--- src/rtl/legv8_pc_fetch_unit_pkg.sv ---
// ============================================================================
// Module      : legv8_pc_pkg
// Description : Shared types and constants for the LEGv8 PC / fetch stage.
//               FSM state encoding, PC step size and default reset address.
//               The FAULT state exists only when PC_ALIGN_CHECK_EN is defined.
// Revision    : 1.0 - initial release
// ============================================================================
`default_nettype none

package legv8_pc_pkg;

  // Sequential instructions are one 32-bit word apart
  localparam logic [31:0] PC_STEP          = 32'd4;
  localparam logic [31:0] RESET_PC_DEFAULT = 32'h0000_0000;
  // Clears the byte-offset bits of a branch target
  localparam logic [31:0] PC_ALIGN_MASK    = 32'hFFFF_FFFC;

  typedef enum logic [1:0] {
    ST_IDLE  = 2'd0,
    ST_REQ   = 2'd1,
    ST_HOLD  = 2'd2
`ifdef PC_ALIGN_CHECK_EN
    ,
    ST_FAULT = 2'd3
`endif
  } fetch_state_e;

endpackage

`default_nettype wire

--- src/rtl/legv8_pc_fetch_unit_step_adder.sv ---
// ============================================================================
// Module      : pc_step_adder
// Description : 32-bit +PC_STEP incrementer, wraps modulo 2^32.
//               Used for both the fetch-PC advance and pc_plus4.
// Revision    : 1.0 - initial release
// ============================================================================
`default_nettype none

module pc_step_adder
  import legv8_pc_pkg::*;
(
  input  logic [31:0] a_i,
  output logic [31:0] sum_o
);

  // Carry out of bit 31 is dropped, giving the required wrap-around
  assign sum_o = a_i + PC_STEP;

endmodule

`default_nettype wire

--- src/rtl/legv8_pc_fetch_unit.sv ---
// ============================================================================
// Module      : legv8_pc_fetch_unit
// Description : LEGv8 program counter and instruction-fetch stage. Holds the
//               fetch PC, requests words from imem over req/ack, registers the
//               returned instruction with its PC, and honours stall and branch
//               redirect.
//               Optional: PC_ALIGN_CHECK_EN - misaligned branch targets trap
//               into a FAULT state left only by reset; when undefined the low
//               two target bits are cleared instead and fault is tied low.
// Revision    : 1.0 - initial release
// ============================================================================
`default_nettype none

module legv8_pc_fetch_unit
  import legv8_pc_pkg::*;
#(
  parameter logic [31:0] RESET_PC = RESET_PC_DEFAULT
) (
  input  logic        clk,
  input  logic        reset,
  input  logic        stall,
  input  logic        branch_taken,
  input  logic [31:0] branch_target,
  output logic        imem_req,
  output logic [31:0] imem_addr,
  input  logic        imem_ack,
  input  logic [31:0] imem_data,
  output logic        instr_valid,
  output logic [31:0] instr,
  output logic [31:0] pc,
  output logic [31:0] pc_plus4,
  output logic        fault
);

  fetch_state_e state_q;
  logic [31:0]  fetch_pc_q;
  logic [31:0]  pc_q;
  logic [31:0]  instr_q;
  logic         valid_q;

  logic [31:0]  w_fetch_pc_inc;
  logic [31:0]  w_branch_pc;
  logic         w_imem_req;
  logic         w_fetch_ack;
  logic         w_consume;

  // A stalled live instruction suppresses the request so nothing is overwritten
  assign w_imem_req  = (state_q == ST_REQ) && !(stall && valid_q);
  // Acks are only honoured while a request is actually out
  assign w_fetch_ack = w_imem_req && imem_ack;
  assign w_consume   = valid_q && !stall;

`ifdef PC_ALIGN_CHECK_EN
  logic w_misaligned;
  assign w_misaligned = |branch_target[1:0];
  assign w_branch_pc  = branch_target;
`else
  assign w_branch_pc  = branch_target & PC_ALIGN_MASK;
`endif

  pc_step_adder u_fetch_inc (
    .a_i   (fetch_pc_q),
    .sum_o (w_fetch_pc_inc)
  );

  pc_step_adder u_pc_inc (
    .a_i   (pc_q),
    .sum_o (pc_plus4)
  );

  // Fetch FSM: priority reset > branch > ack > stall
  always_ff @(posedge clk) begin
    if (reset) begin
      state_q    <= ST_IDLE;
      fetch_pc_q <= RESET_PC;
      pc_q       <= RESET_PC;
      instr_q    <= '0;
      valid_q    <= 1'b0;
    end else begin
      case (state_q)
        ST_IDLE, ST_REQ, ST_HOLD: begin
          if (branch_taken) begin
            // Redirect squashes the current word and any same-cycle ack
            valid_q <= 1'b0;
`ifdef PC_ALIGN_CHECK_EN
            if (w_misaligned) begin
              state_q <= ST_FAULT;
            end else begin
              fetch_pc_q <= w_branch_pc;
              state_q    <= ST_REQ;
            end
`else
            fetch_pc_q <= w_branch_pc;
            state_q    <= ST_REQ;
`endif
          end else if (state_q == ST_IDLE) begin
            state_q <= ST_REQ;
          end else if (state_q == ST_HOLD) begin
            // Leaving HOLD consumes the held word; no request was out to refill it
            if (!stall) begin
              state_q <= ST_REQ;
              valid_q <= 1'b0;
            end
          end else begin
            if (w_fetch_ack) begin
              instr_q    <= imem_data;
              pc_q       <= fetch_pc_q;
              valid_q    <= 1'b1;
              fetch_pc_q <= w_fetch_pc_inc;
            end else if (stall && valid_q) begin
              state_q <= ST_HOLD;
            end else if (w_consume) begin
              valid_q <= 1'b0;
            end
          end
        end
`ifdef PC_ALIGN_CHECK_EN
        ST_FAULT: begin
          valid_q <= 1'b0;
        end
`endif
        default: begin
          state_q <= ST_IDLE;
          valid_q <= 1'b0;
        end
      endcase
    end
  end

  assign imem_req    = w_imem_req;
  assign imem_addr   = fetch_pc_q;
  assign instr_valid = valid_q;
  assign instr       = instr_q;
  assign pc          = pc_q;

`ifdef PC_ALIGN_CHECK_EN
  assign fault = (state_q == ST_FAULT);
`else
  assign fault = 1'b0;
`endif

endmodule

`default_nettype wire

--- config.mk ---
export PLATFORM = sky130hd
export DESIGN_NAME = legv8_pc_fetch_unit
export DESIGN_NICKNAME = d
export VERILOG_FILES = /design/src/rtl/legv8_pc_fetch_unit_pkg.sv /design/src/rtl/legv8_pc_fetch_unit_step_adder.sv /design/src/rtl/legv8_pc_fetch_unit.sv
export SDC_FILE = /design/constraint.sdc
export NUM_CORES = 1
export LEC_CHECK = 0
export ABC_AREA = 1
export BUFFER_PORTS_ARGS = -buffer_cell sky130_fd_sc_hd__buf_2
export CORE_MARGIN = 2
export CORE_UTILIZATION = 54
export CTS_CLUSTER_SIZE = 10
export DETAILED_ROUTE_END_ITERATION = 16
export PLACE_DENSITY = 0.87
export SETUP_SLACK_MARGIN = 0.15
export SYNTH_ARGS = -nofsm -noshare
export SYNTH_HDL_FRONTEND = slang
export SYNTH_SLANG_ARGS = --single-unit
--- constraint.sdc ---
create_clock -name clk -period 3.25 [get_ports clk]
set_input_delay 0.325 -clock clk [delete_from_list [all_inputs] [get_ports clk]]
set_output_delay 0.325 -clock clk [all_outputs]
set_load 0.005 [all_outputs]
==> flow_summary.yaml, run 1 <==
run_status:
  status: "completed"
critical_path:
  worstSetupPathDepth: 11
  critPathKind: "register to primary output"
  cp_slowest_cell: "dfxtp_1"
  crit_chain: "ha_1 > nand2_1 > inv_2 > nand3_2 > or2_4 > nor2_4 > nand3_4 > nor2_1 > nand2_1 > nand2_1 > buf_2"
  path_max_fanout: 5
  crit_path_end_kind: "primary output"
  slowest_delay_ns: 0.39
  critical_path_arrival_ns: 2.06
  cpMostUsedCell: "nand2_1"
  cp-start-kind: "register"
  reg2reg_depth: 9
  critPathBufInv: 2
  crit_required_ns: 2.92
  cpLargestDelayFamily: "simple AND/OR/NAND/NOR gates"
power_and_ir_drop:
  ir_drop_mv: 0.243
  pwr_density_cell_nw_per_um2: 373
  power_mw: 2.43
  leakage_nw: 2.85
detailed_routing:
  wl_per_cell_um: 12.9
  drt_iter0_markers: 405
  wl_met3_um: 990
  detail-route-antenna-nets: 0
  vias_per_cell: 5.13
  wirelength_mm: 14.7
  post-route-drc-count: 0
  top_layer: "met4"
  drtPass1Iterations: 6
  wl_met2_mm: 6.83
  drt-met1-wl_mm: 6.54
  vias: 5820
placed_design:
  hpwlAfterDp_mm: 11.1
  dp_slack_ns: 1.22
  io_buffers: 190
  dpl.cell_count: 1118
  place_congestion: 0.939
yosys:
  synth_enable_flop_cells: 0
  syn_area_sq_um: 5340
  synth_ff_type: "dfxtp_1"
  yosys.cell_types.count: 36
  ys.warnings.count: 0
  seq_area_frac_synth_pct: 35.6
  synth_area_leader_cell: "dfxtp_1"
  syn_avg_cell_area_sq_um: 6.46
  synth.most_common_cell: "nand2_1"
  ys_ff_latch: 95
  yosysTopAreaCellShare_pct: 35.6
  synth.top_cells.by_count: "nand2_1, inv_1, a21oi_1"
  async_flop_share_pct: 0
  synth_top_cells_by_area: "dfxtp_1, nand2_1, a21oi_1, o21ai_0, inv_1"
  synthCells: 826
timing:
  max_slew_margin_pct: 48.3
  setup_viol: 0
  tightest_slew_ns: 0.774
  hold_viol_final: 0
  period_share_pct: 73.3
  setup_slack_ns: 0.866
  slew_viol_final: 0
  timing.final.crit_period_ns: 2.38
  max_freq_ghz: 0.420
  worst_hold_slack_ns: 0.222
  rsz0062_at_grt: "false"
  setup_tns_ns: 0
  clock_skew_ns: 0.0126
clock_network:
  clkSinkCount: 95
  htreeDepth: 3
  insertion_delay_ns: 0.37
  ctsHoldBuffers: 0
  cts_setup_buffers: 0
  clockBufferDepth: 2
  cts_tree: "yes"
  cts_made_buffers: 9
  clockRootBuffer: "clkbuf_8"
  clk_pin_slew_ns: 0.10
  cts_resized: 0
hold_path:
  hold_depth: 3
  holdCritPathClass: "primary input to register"
layout:
  n_antenna_cell: 0
  fin_cells: 1134
  drive_above_1_share_pct: 24.6
  syn_to_final_growth_pct: 22.1
  final_nets: 1067
global_route:
  grt_max_degree: 63
  grt-ovfl-total: 0
  antenna_found_initial: 0
  track_usage_pct: 26.6
  grt_pass1_wl_mm: 22.7
  grt_pass1_vias: 4933
die:
  row_count: 36
  core_sq_um: 9680
  die_w_um: 103
  floorplan.initialDensity_pct: 55.1
  die_area_sq_um: 10700
  die_h_um: 103
  ios: 200
flow_run:
  cap_violations: 0
==> worst register-to-register path: cells and delay by family, from the launching register on <==
kind                   cells  cell delay (ns)
AOI/OAI and AO/OA          1             0.11
buffers and inverters      1             0.37
DFF                        1             0.33
and+or+nand+nor            7             1.03
==> flip-flops by register name, summed over array words and instances, names as in the netlist <==
signal	flops
imem_addr	30
instr	32
pc	30
instr_valid	1
state_q	2
==> power breakdown <==
group          switching, mW  internal (mW)  leakage [nW]  total [mW]
Combinational          0.213          0.164          1.98       0.376
Clock                  0.447          0.293        0.0934       0.740
Sequential            0.0854           1.23         0.778        1.32
Total                  0.745           1.69          2.85        2.43
==> per-layer routing <==
layer	global-route usage, %	vias to the layer above
met1	36.8	2580
met4	9.01	0
li1	-	2978
met5	0	-
met3	3.83	28
met2	42.7	234
==> logic make-up after synthesis <==
kind of cell | count (synthesis) | share of synthesized area (%)
flops | 95 | 35.6
other cells | 1 | 0.0702
fa+ha+maj | 2 | 0.469
xor+xnor | 23 | 3.77
buf+inv | 148 | 11.3
simple gates | 359 | 30.0
compound gates | 198 | 18.8
==> final cells by class <==
type,instances,area (sq um)
multi-input combinational,589,2870
clock buffer,9,124
sequential,95,1900
fill,933,3160
tap,133,166
clock inverter,7,63.8
inverter,106,398
timing repair buffer,195,1000
==> path summary, 6_finish.rpt <==
check | start | to | slack, ns
hold reg to reg | instr[7] | instr[7] | 0.44
setup / recovery | pc[2] | pc_plus4[24] | 0.87
setup reg to reg | instr_valid | imem_addr[22] | 1.34
hold / removal | branch_target[3] | imem_addr[3] | 0.22
==> per-stage QoR <==
stage	cell area, sq um	utilization (%)
after floorplan	5360	-
after global placement	6330	65.4
after detailed placement	6330	65.4
after CTS	6520	67.3
after global routing	6520	67.3
final	6520	67.3
==> cells in the final DEF, fill, tap and decap left out, drive strengths merged, types with 2 or more instances in the layout <==
master and count:
nor3 12, conb 7, nand4 9, dfxtp 95, nand3b 3, a21oi 99, ha 2, nor2 100
o21ai 93, xor2 23, nand3 43, o31ai 2, clkinv 3, nand2 184, buf 195, or2 4
inv 109, nor4 2, clkbuf 9
(Power assumes the default switching activity.)
==> run 2, diff against run 1 <==
--- a/config.mk
+++ b/config.mk
@@ -8,10 +8,10 @@
 export ABC_AREA = 1
 export BUFFER_PORTS_ARGS = -buffer_cell sky130_fd_sc_hd__buf_2
 export CORE_MARGIN = 2
-export CORE_UTILIZATION = 54
+export CORE_UTILIZATION = 50
 export CTS_CLUSTER_SIZE = 10
 export DETAILED_ROUTE_END_ITERATION = 16
-export PLACE_DENSITY = 0.87
+export PLACE_DENSITY = 0.81
 export SETUP_SLACK_MARGIN = 0.15
 export SYNTH_ARGS = -nofsm -noshare
 export SYNTH_HDL_FRONTEND = slang
==> constraint.sdc (replaced) <==
create_clock -name clk -period 2.4 [get_ports clk]
set_input_delay 0.24 -clock clk [delete_from_list [all_inputs] [get_ports clk]]
set_output_delay 0.24 -clock clk [all_outputs]
set_load 0.005 [all_outputs]
==> run 2 against run 1 <==
  * Utilization fell by 3.0 points
  * Non-clock buffer count rose by 6
  * Clock power rose by 47%
  * Sequential power rose by 36%
  * Cell count rose by 0.79%
  * Register-to-register slack got worse by 0.78 ns
  * Global-route usage fell by 1.5 points
  * Largest cell class unchanged
  * Largest power group unchanged
  * Highest routed layer unchanged
==> flow_summary.yaml, run 2 (synthesis gave the netlist of run 1 again) <==
run_status:
  status: "completed"
layout:
  drive_above_1_share_pct: 26.5
  largest_reg_flops: 32
  n_antenna_cell: 0
  final_nets: 1073
  layout.cells.most_common: "buf_2"
  syn_to_final_growth_pct: 24.4
  final_cell_mix: "buf_2, nand2_1, inv_1"
power_and_ir_drop:
  ir_drop_mv: 0.297
  p_clk_share_pct: 32.2
  leakage_nw: 2.91
  p_int_mw: 2.41
  pwr_density_cell_nw_per_um2: 511
  p_sw_uw: 983
  combPwrFrac_pct: 15.2
  seqPwrFrac_pct: 52.6
  netSwitchingFraction_pct: 29.0
hold_path:
  hold_end: "instr[27]"
  min_from: "imem_data[27]"
  hold_depth: 3
  holdCritPathClass: "primary input to register"
critical_path:
  path_max_fanout: 5
  crit_required_ns: 2.16
  r2r_setup_slack_ns: 0.56
  critPathKind: "register to primary output"
  r2r-end: "imem_addr[24]"
  crit_path_end_kind: "primary output"
  cp-start-kind: "register"
  critical_path_arrival_ns: 1.99
  reg2reg_depth: 10
  r2r-start: "imem_addr[2]"
global_route:
  grt-ovfl-total: 0
  track_usage_pct: 25.1
  grt_pass1_vias: 4953
  grt_max_degree: 67
  grt_pass1_wl_mm: 23.4
  antenna_found_initial: 0
die:
  die_h_um: 107
  floorplan.initialDensity_pct: 51.7
  die_area_sq_um: 11500
  ios: 200
  core_sq_um: 10300
  die_w_um: 107
  row_count: 37
timing:
  rsz0062_at_grt: "true"
  clock_skew_ns: 0.00755
  period_share_pct: 92.8
  worst_hold_slack_ns: 0.139
  timing.final.crit_period_ns: 2.23
  setup_viol: 0
  setup_tns_ns: 0
  slew_viol_final: 0
  max_freq_ghz: 0.449
  tightest_slew_ns: 0.546
  max_slew_margin_pct: 63.5
  hold_viol_final: 0
detailed_routing:
  vias_per_cell: 5.09
  vias: 5817
  drt_iter0_markers: 439
  wl_per_cell_um: 13.1
  drtPass1Iterations: 5
  wirelength_mm: 14.9
  detail-route-antenna-nets: 0
  post-route-drc-count: 0
clock_network:
  clk_pin_slew_ns: 0.10
  clockRootBuffer: "clkbuf_8"
  clockBufferDepth: 2
  ctsHoldBuffers: 0
  cts_made_buffers: 9
  clkSinkCount: 95
  htreeDepth: 3
  insertion_delay_ns: 0.36
  cts_tree: "yes"
placed_design:
  io_buffers: 190
  hpwlAfterDp_mm: 11.2
  place_congestion: 0.901
flow_run:
  cap_violations: 0
-- run 2: power groups by stage --
stage / logic (mW) / registers [mW] / clock network, mW
after floorplan: 0.290 / 1.80 / 0
after global placement: 0.503 / 1.81 / 0
after detailed placement: 0.511 / 1.82 / 0
after CTS: 0.514 / 1.78 / 1.11
after global routing: 0.582 / 1.80 / 1.17
final: 0.517 / 1.79 / 1.09
-- run 2: layout make-up --
class	count	area, sq um
Clock buffer	10	138
Clock inverter	6	68.8
Fill cell	973	3680
Inverter	106	398
Multi-Input combinational cell	589	2900
Sequential cell	95	1920
Tap cell	136	170
Timing Repair Buffer	201	1050
-- run 2: metrics by stage --
step	setup slack, ns	power (mW)	cells	area [sq um]	utilization [%]
CTS	0.153	3.40	1140	6570	63.6
detailed placement	0.514	2.33	1124	6360	61.6
finish	0.173	3.39	1143	6640	64.3
global route	0.0554	3.55	1143	6640	64.3
floorplan	0.720	2.09	832	5360	-
global placement	0.551	2.31	1124	6360	61.6
-- run 2: how the worst max path moves through the flow --
stage          startpoint      endpoint
6_report            pc[3]  pc_plus4[24]
5_1_grt             pc[3]  pc_plus4[24]
4_1_cts             pc[2]  pc_plus4[24]
3_5_place_dp        pc[2]  pc_plus4[24]
3_3_place_gp        pc[2]  pc_plus4[30]
2_1_floorplan       pc[2]  pc_plus4[24]
-- run 2: layer usage --
layer | GRT usage, % | wire length (um) | up-vias
met5 | 0 | 0 | -
met4 | 8.88 | 305 | 0
met3 | 2.91 | 1140 | 26
met2 | 40.3 | 6870 | 239
met1 | 35.0 | 6630 | 2567
li1 | - | - | 2985
-- run 2: critical path, stage by stage (launching register included) --
cell	delay [ns]
dfxtp_4	0.38
ha_4	0.15
nand2_4	0.05
inv_2	0.06
nand3_2	0.07
or2_4	0.28
nor2_4	0.15
nand3_4	0.11
nor2_2	0.12
nand2_1	0.07
nand2_1	0.07
buf_2	0.11
-- run 2: repair_timing --
item / in CTS / in global routing
setup buffers: 0 / 3
endpoints found under the setup margin: 3 / 10
pin swaps: 0 / 7
gates resized for setup: 2 / 17
hold endpoints to repair: 0 / 0
